$ cat config.mk
export PLATFORM = sky130hd
export DESIGN_NAME = pc_sequencer
export DESIGN_NICKNAME = d
export VERILOG_FILES = /design/src/rtl/pc_sequencer.sv
export SDC_FILE = /design/constraint.sdc
export NUM_CORES = 1
export LEC_CHECK = 0
export CAP_MARGIN = 10
export CORE_ASPECT_RATIO = 2
export CORE_MARGIN = 4
export CORE_UTILIZATION = 46
export CTS_CLUSTER_DIAMETER = 40
export DETAILED_ROUTE_END_ITERATION = 7
export GPL_TIMING_DRIVEN = 0
export PLACE_DENSITY = 0.8
export REMOVE_ABC_BUFFERS = 1
export SLEW_MARGIN = 20
export SYNTH_ARGS = -nofsm -noshare
export SYNTH_HDL_FRONTEND = slang
export SYNTH_SLANG_ARGS = --single-unit
$ cat constraint.sdc
create_clock -name clk -period 4.3 [get_ports clk]
set_input_delay 0.43 -clock clk [delete_from_list [all_inputs] [get_ports clk]]
set_output_delay 0.43 -clock clk [all_outputs]
set_load 0.02 [all_outputs]
$ cat src/rtl/pc_sequencer.sv
// rtl/pc_sequencer.sv - program counter sequencer with fetch/execute handshake
//
// Steps instructions through FETCH (request to instruction memory until
// acked) and EXEC (one or more cycles, held by stall). The PC updates on
// the EXEC edge with stall low. Next-PC priority: trap > jump > branch >
// sequential. All address arithmetic wraps modulo 2^32.
//
// Optional feature macro: PC_TRAP_VECTOR_EN. When it is defined, the
// TRAP_ADDR parameter and the trap/epc ports exist.
//
// Ports:
//   clk           rising-edge clock
//   reset         asynchronous active-low reset
//   imem_req      fetch request (high in FETCH)
//   imem_addr     fetch address, equal to pc_out
//   imem_ack      fetch complete (used only in FETCH)
//   instr_valid   instruction executing (high in EXEC)
//   stall         hold current instruction in EXEC
//   branch_taken  take branch to pc_plus4 + (branch_offset << 2)
//   branch_offset sign-extended word offset
//   jump          take jump to {pc_plus4[31:28], jump_target, 2'b00}
//   jump_target   jump word index
//   halt          enter HALTED after the current instruction
//   pc_out        current PC
//   pc_plus4      pc_out + 4
//   trap          exception request (macro only)
//   epc           PC of trapping instruction (macro only)
module pc_sequencer #(
    parameter logic [31:0] RESET_ADDR = 32'h0000_0000
`ifdef PC_TRAP_VECTOR_EN
    ,
    parameter logic [31:0] TRAP_ADDR  = 32'h0000_0080
`endif
) (
    input  logic        clk,
    input  logic        reset,
    output logic        imem_req,
    output logic [31:0] imem_addr,
    input  logic        imem_ack,
    output logic        instr_valid,
    input  logic        stall,
    input  logic        branch_taken,
    input  logic [31:0] branch_offset,
    input  logic        jump,
    input  logic [25:0] jump_target,
    input  logic        halt,
    output logic [31:0] pc_out,
    output logic [31:0] pc_plus4
`ifdef PC_TRAP_VECTOR_EN
    ,
    input  logic        trap,
    output logic [31:0] epc
`endif
);

    typedef enum logic [1:0] {
        IDLE   = 2'd0,
        FETCH  = 2'd1,
        EXEC   = 2'd2,
        HALTED = 2'd3
    } state_t;

    state_t      state_q, state_d;
    logic [31:0] pc_q, pc_d;
    logic [31:0] redirect_pc;

`ifdef PC_TRAP_VECTOR_EN
    logic [31:0] epc_q, epc_d;
`endif

    assign pc_plus4 = pc_q + 32'd4;

    // Target chosen by the non-trap redirect rules; trap overrides below.
    always_comb begin
        redirect_pc = pc_plus4;
        if (jump) begin
            redirect_pc = {pc_plus4[31:28], jump_target, 2'b00};
        end else if (branch_taken) begin
            redirect_pc = pc_plus4 + (branch_offset << 2);
        end
    end

    always_comb begin
        state_d = state_q;
        pc_d    = pc_q;
`ifdef PC_TRAP_VECTOR_EN
        epc_d   = epc_q;
`endif
        case (state_q)
            IDLE:   state_d = FETCH;
            FETCH:  if (imem_ack) state_d = EXEC;
            EXEC: begin
                if (!stall) begin
                    pc_d    = redirect_pc;
                    state_d = halt ? HALTED : FETCH;
`ifdef PC_TRAP_VECTOR_EN
                    // Trap wins over every redirect and cancels halt.
                    if (trap) begin
                        pc_d    = TRAP_ADDR;
                        epc_d   = pc_q;
                        state_d = FETCH;
                    end
`endif
                end
            end
            HALTED: state_d = HALTED;
            default: state_d = IDLE;
        endcase
    end

    always_ff @(posedge clk or negedge reset) begin
        if (!reset) begin
            state_q <= IDLE;
            pc_q    <= RESET_ADDR;
`ifdef PC_TRAP_VECTOR_EN
            epc_q   <= 32'h0000_0000;
`endif
        end else begin
            state_q <= state_d;
            pc_q    <= pc_d;
`ifdef PC_TRAP_VECTOR_EN
            epc_q   <= epc_d;
`endif
        end
    end

    // Decoded straight from the state register so reset clears them at once.
    assign imem_req    = (state_q == FETCH);
    assign instr_valid = (state_q == EXEC);
    assign pc_out      = pc_q;
    assign imem_addr   = pc_q;
`ifdef PC_TRAP_VECTOR_EN
    assign epc         = epc_q;
`endif

endmodule

==> flow_summary.yaml, run 1 <==
pwr:
  clkPwrFrac: 0.108
  comb_power_share: 0.718
  power.density_mw_per_mm2: 568
  ir_worst_vdd_mv: 0.319
  p_sw_frac: 0.499
  p_int_mw: 1.66
  power_frac_seq: 0.174
  power_switching_mw: 1.66
  p_leak_nw: 2.51
floorplan:
  num_rows: 49
  fp.dieArea_mm2: 0.0110
  die_w_um: 76.4
  core_mm2: 0.00907
  io_pins: 163
  initial_core_util: 0.474
  die_h_um: 145
run_status:
  status: "complete, no violations"
critical_path:
  crit_arrival_ps: 4270
  path_class: "register to register"
  end_kind: "register"
  cp.required_ps: 4480
  setup.worst_path.start_class: "register"
  path_max_fanout: 7
  reg2reg_slack_ps: 210
detailed_routing:
  drt_iter0_markers: 252
  ant_nets: 0
  vias: 4689
  post_drt_wl_per_cell_um: 20.2
  firstDrtPassIters: 5
  wl_um: 15600
  routed_via_density: 6.07
  route.detailed.drc: 0
yosys:
  ys_warn_count: 0
  synth_top_area_frac: 0.186
  synth-edff-count: 0
  synth.distinct_cells: 63
  synth_area_per_cell_um2: 7.72
  synthTopCellsByArea: "dfrtp_1 19%, ha_1 10%, a21oi_1 7.3%"
  async_reset_ff_frac: 1.00
  ys.flop_type: "dfrtp_1"
  netlist_area_mm2: 0.00430
  synth_top_area_cell: "dfrtp_1"
  synth.yosys.seq_area_share: 0.186
  syn_inst: 557
  synth_seq_cells: 32
layout:
  final_cell_mix: "151 x clkdlybuf4s50_1, 63 x a21oi_1, 54 x nand2_1, 51 x nor2_1, 35 x ha_1"
  nFillCells: 817
  regArea_um2: 807
  final_common_cell: "clkdlybuf4s50_1"
  multi_input_comb_area_mm2: 0.00314
  area_growth_pct: 35.7
  nets: 771
  drive_above_1_share: 0.0701
  antenna_cells: 0
global_route:
  antenna_found_initial: 0
  grt_pass1_wl_um: 23500
  track_usage: 0.268
  grt_pass1_vias: 4651
  overflow: 0
  grt_max_degree: 47
sta:
  maxSlewHeadroom: 0.429
  setup_viol: 0
  holdWs_ps: 479
  clock_skew_ps: 5.33
  hold_viol: 0
  timing.fmax_ghz: 0.244
  rsz0062_at_grt: "no"
  min_period_ps: 4090
  period_share: 0.952
  tightest_slew_ps: 856
  layout_setup_ws_ps: 205
  slew_viol_final: 0
placed_design:
  pre_cts_slack_ps: -61.5
  place_congestion: 1.07
  hpwl_um: 12600
  io_buffers: 154
clock_network:
  root_buffer: "clkbuf_16"
  cts_tree: "done"
  cts_made_buffers: 5
  clkLatencyLatePin_ps: 280
  path_clk_slew_ps: 50
  clkSinkCount: 32
  clk_path_buf_depth: 2
  cts_max_level: 2
worst_hold_path:
  hold_class: "input pin to async pin"
job:
  max-cap-violations: 0
## cell type report
cell class,count,share of cell area
clock buffers,6,0.0238
clock inverters,2,0.00172
inverters,12,0.00772
multi-input cells,461,0.538
flip-flops and latches,32,0.138
well taps,102,0.0219
repair buffers,157,0.268
## metrics by stage
| stage | setup TNS, ps | instance area, um^2 | utilization | total power, mW | instances |
|---|---|---|---|---|---|
| 3_5_place_dp | -61.5 | 5640 | 0.622 | 2.91 | 762 |
| 3_3_place_gp | 0 | 5630 | 0.620 | 2.87 | 761 |
| 2_1_floorplan | 0 | 3960 | - | 1.92 | 505 |
| 6_report | 0 | 5830 | 0.643 | 3.31 | 772 |
| 5_1_grt | 0 | 5830 | 0.643 | 3.50 | 772 |
| 4_1_cts | 0 | 5810 | 0.641 | 3.28 | 771 |
## power groups by stage
stage	Combinational (mW)	Clock, mW	Sequential, mW
final	2.38	0.359	0.577
after global routing	2.53	0.375	0.595
after CTS	2.36	0.360	0.567
after detailed placement	2.34	0	0.570
after global placement	2.31	0	0.563
after floorplan	1.17	0	0.749
## critical path, stage by stage, from the launching register on
cell and delay [ps]:
dfrtp_1 450, and3_1 260, nand4_1 220, nor2_2 330, and3_1 290, xor2_1 440
ha_1 360, a21o_1 200, a21o_1 180, a21oi_1 230, nand2_1 80, o21ai_1 210
a21oi_1 110, mux2_1 390, a21oi_1 240
## cells by family (layout without fill, tap and decap cells)
| kind of cell | Yosys count | count (layout) | share of synthesized area |
|---|---|---|---|
| fa+ha+maj | 37 | 37 | 0.109 |
| simple gates | 172 | 172 | 0.197 |
| mux | 10 | 10 | 0.0242 |
| flops | 32 | 32 | 0.186 |
| xor+xnor | 50 | 50 | 0.102 |
| compound gates | 186 | 186 | 0.287 |
| other cells | 1 | 6 | 0.000873 |
| buf+inv | 69 | 177 | 0.0940 |
## cells in the mapped netlist (7+ instances only)
cell type  instances
a21o_1            18
a21oi_1           63
a31oi_1           10
and3_1            11
buf_4             36
clkbuf_1          15
dfrtp_1           32
ha_1              36
inv_1             12
mux2i_1            7
nand2_1           55
nand3_1           17
nand4_1           13
nor2_1            52
o211ai_1           7
o21a_1             8
o21ai_0           30
o22ai_1            9
xnor2_1           31
xor2_1            19
## worst paths after layout
path,endpoint,from,cells past startpoint
max in group asynchronous,imem_addr[8]$_DFFE_PN0P_,reset,3
worst min register to register,imem_addr[31]$_DFFE_PN0P_,imem_addr[31]$_DFFE_PN0P_,1
worst max register to register,imem_addr[28]$_DFFE_PN0P_,imem_addr[5]$_DFFE_PN0P_,14
worst max-delay path,imem_addr[28]$_DFFE_PN0P_,imem_addr[5]$_DFFE_PN0P_,14
worst min-delay path,imem_addr[31]$_DFFE_PN0P_,reset,2
min in group clk,imem_addr[31]$_DFFE_PN0P_,imem_addr[31]$_DFFE_PN0P_,1
## per-layer routing
layer  GRT usage  vias up  routed length, um
met3      0.0440       61               1000
met5           0        -                  0
met1       0.246     2175               5110
met2       0.531      248               8360
li1            -     2205                  -
met4       0.181        0               1130
## registers in the layout, summed over array words and instances, names as in the netlist
signal     flops
imem_addr     30
state_q        2
## what timing repair did
action / 4_1_cts / 5_1_grt
cloned: 0 / 0
setup buffers: 0 / 1
endpoints found under the setup margin: 1 / 4
resized for setup: 2 / 9
hold buffers: 1 / 0
pin swaps: 0 / 2
endpoints found under the hold margin: 1 / 0
Note: power is estimated with default switching activity, not from simulation.
==> run 2: changes to the inputs <==
--- a/config.mk
+++ b/config.mk
@@ -13,7 +13,7 @@
 export DETAILED_ROUTE_END_ITERATION = 7
 export GPL_TIMING_DRIVEN = 0
 export PLACE_DENSITY = 0.8
-export REMOVE_ABC_BUFFERS = 1
+export SETUP_SLACK_MARGIN = 0.15
 export SLEW_MARGIN = 20
 export SYNTH_ARGS = -nofsm -noshare
 export SYNTH_HDL_FRONTEND = slang
==> flow_summary.yaml, run 2 (same netlist as run 1, synthesis figures left out) <==
layout:
  drive_above_1_share: 0.132
  largest_reg_flops: 30
  multi_input_comb_area_mm2: 0.00322
  antenna_cells: 0
  regArea_um2: 813
  nets: 831
  post-route-util: 0.695
  final_cell_mix: "153 x clkdlybuf4s50_1, 63 x a21oi_1, 55 x nand2_1, 51 x nor2_1, 40 x buf_4"
  instances_no_fill: 832
  final_common_cell: "clkdlybuf4s50_1"
  area_growth_pct: 46.8
  nFillCells: 770
sta:
  hold_viol: 0
  slew_viol_final: 0
  setup_viol: 0
  rsz0062_at_grt: "yes"
  timing.fmax_ghz: 0.250
  maxSlewHeadroom: 0.541
  min_period_ps: 3990
  clock_skew_ps: 5.68
  tightest_slew_ps: 689
  setup-tns-final_ps: 0
  period_share: 0.929
pwr:
  power.density_mw_per_mm2: 563
  ir_worst_vdd_mv: 0.435
  p_leak_nw: 2.77
  total_power_mw: 3.55
worst_hold_path:
  hold_class: "input pin to async pin"
detailed_routing:
  ant_nets: 0
  post_drt_wl_per_cell_um: 21.6
  drt_iter0_markers: 336
  wl_um: 17900
  vias: 5021
  routed_via_density: 6.03
  firstDrtPassIters: 6
  route.detailed.drc: 0
critical_path:
  path_cells: "and3_2 > nand4_1 > nor2_4 > and3_1 > xor2_1 > ha_1 > a21o_1 > a21oi_1 > a211oi_2 > o221ai_4 > mux2i_1 > mux2i_1 > xnor2_1"
  path_class: "register to register"
  worst_path_most_repeated_cell: "mux2i_1"
  crit_arrival_ps: 4200
  critPathMaxStageDelay_ps: 500
  cp.required_ps: 4510
  setup.worst_path.start_class: "register"
  end_kind: "register"
  path_max_fanout: 6
  crit_path_top_delay_cell: "xor2_1"
clock_network:
  root_buffer: "clkbuf_16"
  cts_tree: "done"
  path_clk_slew_ps: 60
  cts_made_buffers: 5
  clkLatencyLatePin_ps: 280
  cts_max_level: 2
  clk_path_buf_depth: 2
  clkSinkCount: 32
floorplan:
  initial_core_util: 0.474
  die_w_um: 76.4
  core_mm2: 0.00907
  die_h_um: 145
  fp.dieArea_mm2: 0.0110
  io_pins: 163
  num_rows: 49
run_status:
  status: "complete, no violations"
placed_design:
  hpwl_um: 14400
  placed_cells_incl_taps: 819
  io_buffers: 154
  place_congestion: 0.955
global_route:
  grt_pass1_wl_um: 27100
  overflow: 0
  antenna_found_initial: 0
  track_usage: 0.314
  grt_pass1_vias: 5068
  grt_max_degree: 30
job:
  max-cap-violations: 0
run 2: repair_timing:
item | CTS | global route
pin swaps | 2 | 5
setup buffers | 1 | 3
hold endpoints to repair | 3 | 0
hold buffers | 1 | 0
resized for setup | 12 | 17
endpoints found under the setup margin | 2 | 6
run 2: critical path, delay by kind of cell, from the launching register on:
kind                     cells  cell delay, ps
XOR/XNOR                     2             630
AND/OR/NAND/NOR              4            1100
AO/OA/AOI/OAI                4             940
adder cells (fa/ha/maj)      1             310
flip-flops                   1             450
multiplexers                 2             470
run 2: metrics by stage:
stage               area [um^2]  setup slack (ps)  hold WS (ps)
floorplan                  4320               272           134
global placement           5990             -62.9           525
detailed placement         6000             -90.0           251
CTS                        6210               161           503
global route               6310               122           506
finish                     6310               305           502
run 2: layer usage:
layer | global-route usage | up-vias | part of all wire
li1 | - | 2319 | -
met1 | 0.297 | 2362 | 0.32
met2 | 0.626 | 273 | 0.55
met3 | 0.0452 | 67 | 0.054
met4 | 0.195 | 0 | 0.070
met5 | 0 | - | 0
run 2: cell type report:
| cell class | count | area share |
|---|---|---|
| Multi-Input combinational cell | 461 | 0.511 |
| Timing Repair Buffer | 160 | 0.253 |
| Sequential cell | 32 | 0.129 |
| Buffer | 57 | 0.0569 |
| Clock buffer | 8 | 0.0232 |
| Tap cell | 102 | 0.0202 |
| Inverter | 12 | 0.00714 |
run 2: path summary, 6_finish.rpt:
| kind | from | end | slack (ps) | cells after the start |
|---|---|---|---|---|
| min reg2reg | imem_addr[31]$_DFFE_PN0P_ | imem_addr[31]$_DFFE_PN0P_ | 530 | 1 |
| min in group clk | imem_addr[31]$_DFFE_PN0P_ | imem_addr[31]$_DFFE_PN0P_ | 530 | 1 |
| max | imem_addr[5]$_DFFE_PN0P_ | imem_addr[31]$_DFFE_PN0P_ | 310 | 13 |
| max reg2reg | imem_addr[5]$_DFFE_PN0P_ | imem_addr[31]$_DFFE_PN0P_ | 310 | 13 |
| min | reset | imem_addr[31]$_DFFE_PN0P_ | 500 | 2 |
| max in group asynchronous | reset | imem_addr[4]$_DFFE_PN0P_ | 3400 | 3 |
run 2: where the power goes:
| part | total, mW | internal [mW] | switching, mW |
|---|---|---|---|
| combinational | 2.59 | 1.16 | 1.43 |
| clock | 0.366 | 0.231 | 0.135 |
| sequential | 0.595 | 0.393 | 0.202 |
==> run 3: changes to the inputs <==
--- a/config.mk
+++ b/config.mk
@@ -12,7 +12,7 @@
 export CTS_CLUSTER_DIAMETER = 40
 export DETAILED_ROUTE_END_ITERATION = 7
 export GPL_TIMING_DRIVEN = 0
-export PLACE_DENSITY = 0.8
+export PLACE_DENSITY = 0.91
 export SETUP_SLACK_MARGIN = 0.15
 export SLEW_MARGIN = 20
 export SYNTH_ARGS = -nofsm -noshare
==> flow_summary.yaml, run 3 (same netlist as run 1, synthesis figures left out) <==
layout:
  antenna_cells: 0
  area_growth_pct: 45.9
  drive_above_1_share: 0.130
  final_cell_mix: "153 x clkdlybuf4s50_1, 63 x a21oi_1, 55 x nand2_1, 51 x nor2_1, 38 x buf_4"
  nets: 829
  final_common_cell: "clkdlybuf4s50_1"
  largest_reg_flops: 30
  post-route-util: 0.691
floorplan:
  num_rows: 49
  io_pins: 163
  initial_core_util: 0.474
  die_h_um: 145
  die_w_um: 76.4
  core_mm2: 0.00907
  fp.dieArea_mm2: 0.0110
critical_path:
  setup.worst_path.start_class: "register"
  worst_path_most_repeated_cell: "mux2i_1"
  path_cells: "and4_4 > nand4_4 > nor2_4 > nand4_1 > xnor2_2 > ha_1 > buf_6 > a21o_1 > o21bai_1 > and3_4 > a2111oi_4 > a211oi_2 > o221ai_2 > mux2i_1 > mux2i_1 > xnor2_1"
  crit_path_top_delay_cell: "dfrtp_2"
  crit_arrival_ps: 4250
  path_max_fanout: 8
  critPathMaxStageDelay_ps: 450
  end_kind: "register"
  cp.required_ps: 4510
  path_class: "register to register"
sta:
  timing.fmax_ghz: 0.247
  tightest_slew_ps: 630
  setup-tns-final_ps: 0
  layout_setup_ws_ps: 254
  hold_viol: 0
  slew_viol_final: 0
  period_share: 0.941
  clock_skew_ps: 5.50
  rsz0062_at_grt: "yes"
  min_period_ps: 4050
  setup_viol: 0
  maxSlewHeadroom: 0.577
placed_design:
  hpwl_um: 13500
  io_buffers: 154
  pre_cts_slack_ps: -30.5
  place_congestion: 0.988
global_route:
  antenna_found_initial: 0
  grt_pass1_wl_um: 26400
  grt_pass1_vias: 5338
  track_usage: 0.300
  grt_max_degree: 32
  overflow: 0
clock_network:
  root_buffer: "clkbuf_16"
  path_clk_slew_ps: 60
  cts_made_buffers: 5
  cts_tree: "done"
  cts_max_level: 2
  clk_path_buf_depth: 2
  clkLatencyLatePin_ps: 290
  clkSinkCount: 32
detailed_routing:
  met1_length_um: 5360
  vias: 5151
  firstDrtPassIters: 5
  wl_um: 17200
  drt_iter0_markers: 443
  post_drt_wl_per_cell_um: 20.7
  route.detailed.drc: 0
  wl_met3_um: 1290
  ant_nets: 0
  top_layer: "met4"
  routed_via_density: 6.21
  dr_wl_met2_um: 9110
worst_hold_path:
  hold_class: "input pin to async pin"
run_status:
  status: "complete, no violations"
pwr:
  p_leak_nw: 2.75
  ir_worst_vdd_mv: 0.322
  power.density_mw_per_mm2: 562
job:
  max-cap-violations: 0
==> run 3: cell count changes in the layout (fill, tap and decap cells not counted), moves of 2 or more <==
cell / previous run / this run
clkinv_2: 0 / 2
clkbuf_1: 17 / 15
xor2_1: 15 / 17
buf_4: 40 / 38
xor2_2: 4 / 2
==> run 3: final cells by class <==
class                   count  area, um^2
plain buffers              57         359
clock buffers               6         139
clock inverters             2        10.0
fillers                   752        2810
inverters                  12        45.0
multi-input cells         461        3190
flip-flops and latches     32         815
well taps                 102         128
repair buffers            158        1580
==> run 3: worst max-delay path, delay by kind of cell, from the launching register on <==
kind	cells	cell delay (ps)
AOI/OAI and AO/OA	5	1100
xor gates and xnor gates	2	440
adders and majority gates	1	290
buffers and inverters	1	140
DFF	1	450
muxes	2	520
and+or+nand+nor	5	1020
==> run 3: per-layer routing <==
layer / up-vias / global-route usage
met5: - / 0
met1: 2366 / 0.286
met4: 0 / 0.223
met2: 359 / 0.575
li1: 2323 / -
met3: 103 / 0.0477
==> run 3: path summary, 6_finish.rpt <==
path                       depth (start not counted)                      start                   endpoint  slack, ps
max                                               16   imem_addr[8]$_DFFE_PN0P_  imem_addr[31]$_DFFE_PN0P_        250
min                                                2                      reset  imem_addr[31]$_DFFE_PN0P_        480
max reg2reg                                       16   imem_addr[8]$_DFFE_PN0P_  imem_addr[31]$_DFFE_PN0P_        250
min reg2reg                                        1  imem_addr[31]$_DFFE_PN0P_  imem_addr[31]$_DFFE_PN0P_        550
max in group asynchronous                          3                      reset  imem_addr[11]$_DFFE_PN0P_       3430
min in group clk                                   1  imem_addr[31]$_DFFE_PN0P_  imem_addr[31]$_DFFE_PN0P_        550
==> run 3: power breakdown <==
part	total (mW)	internal (mW)	switching, mW
logic	2.55	1.16	1.40
clock network	0.368	0.228	0.140
registers	0.603	0.394	0.209
==> run 3: what timing repair did <==
item,CTS,global route
endpoints found under the setup margin,1,6
gates cloned,0,0
hold buffers,1,0
gates resized for setup,7,20
buffers inserted,0,2
pin swaps,0,3
hold endpoints to repair,1,0
==> run 3: through the flow <==
step                      instance area, um^2  instances  hold WS, ps  total power [mW]
after floorplan                          4320        562          134              2.06
after global placement                   5990        818          527              3.01
after detailed placement                 6000        819          229              3.06
after CTS                                6190        828          480              3.46
after global routing                     6270        830          506              3.69
final                                    6270        830          477              3.53
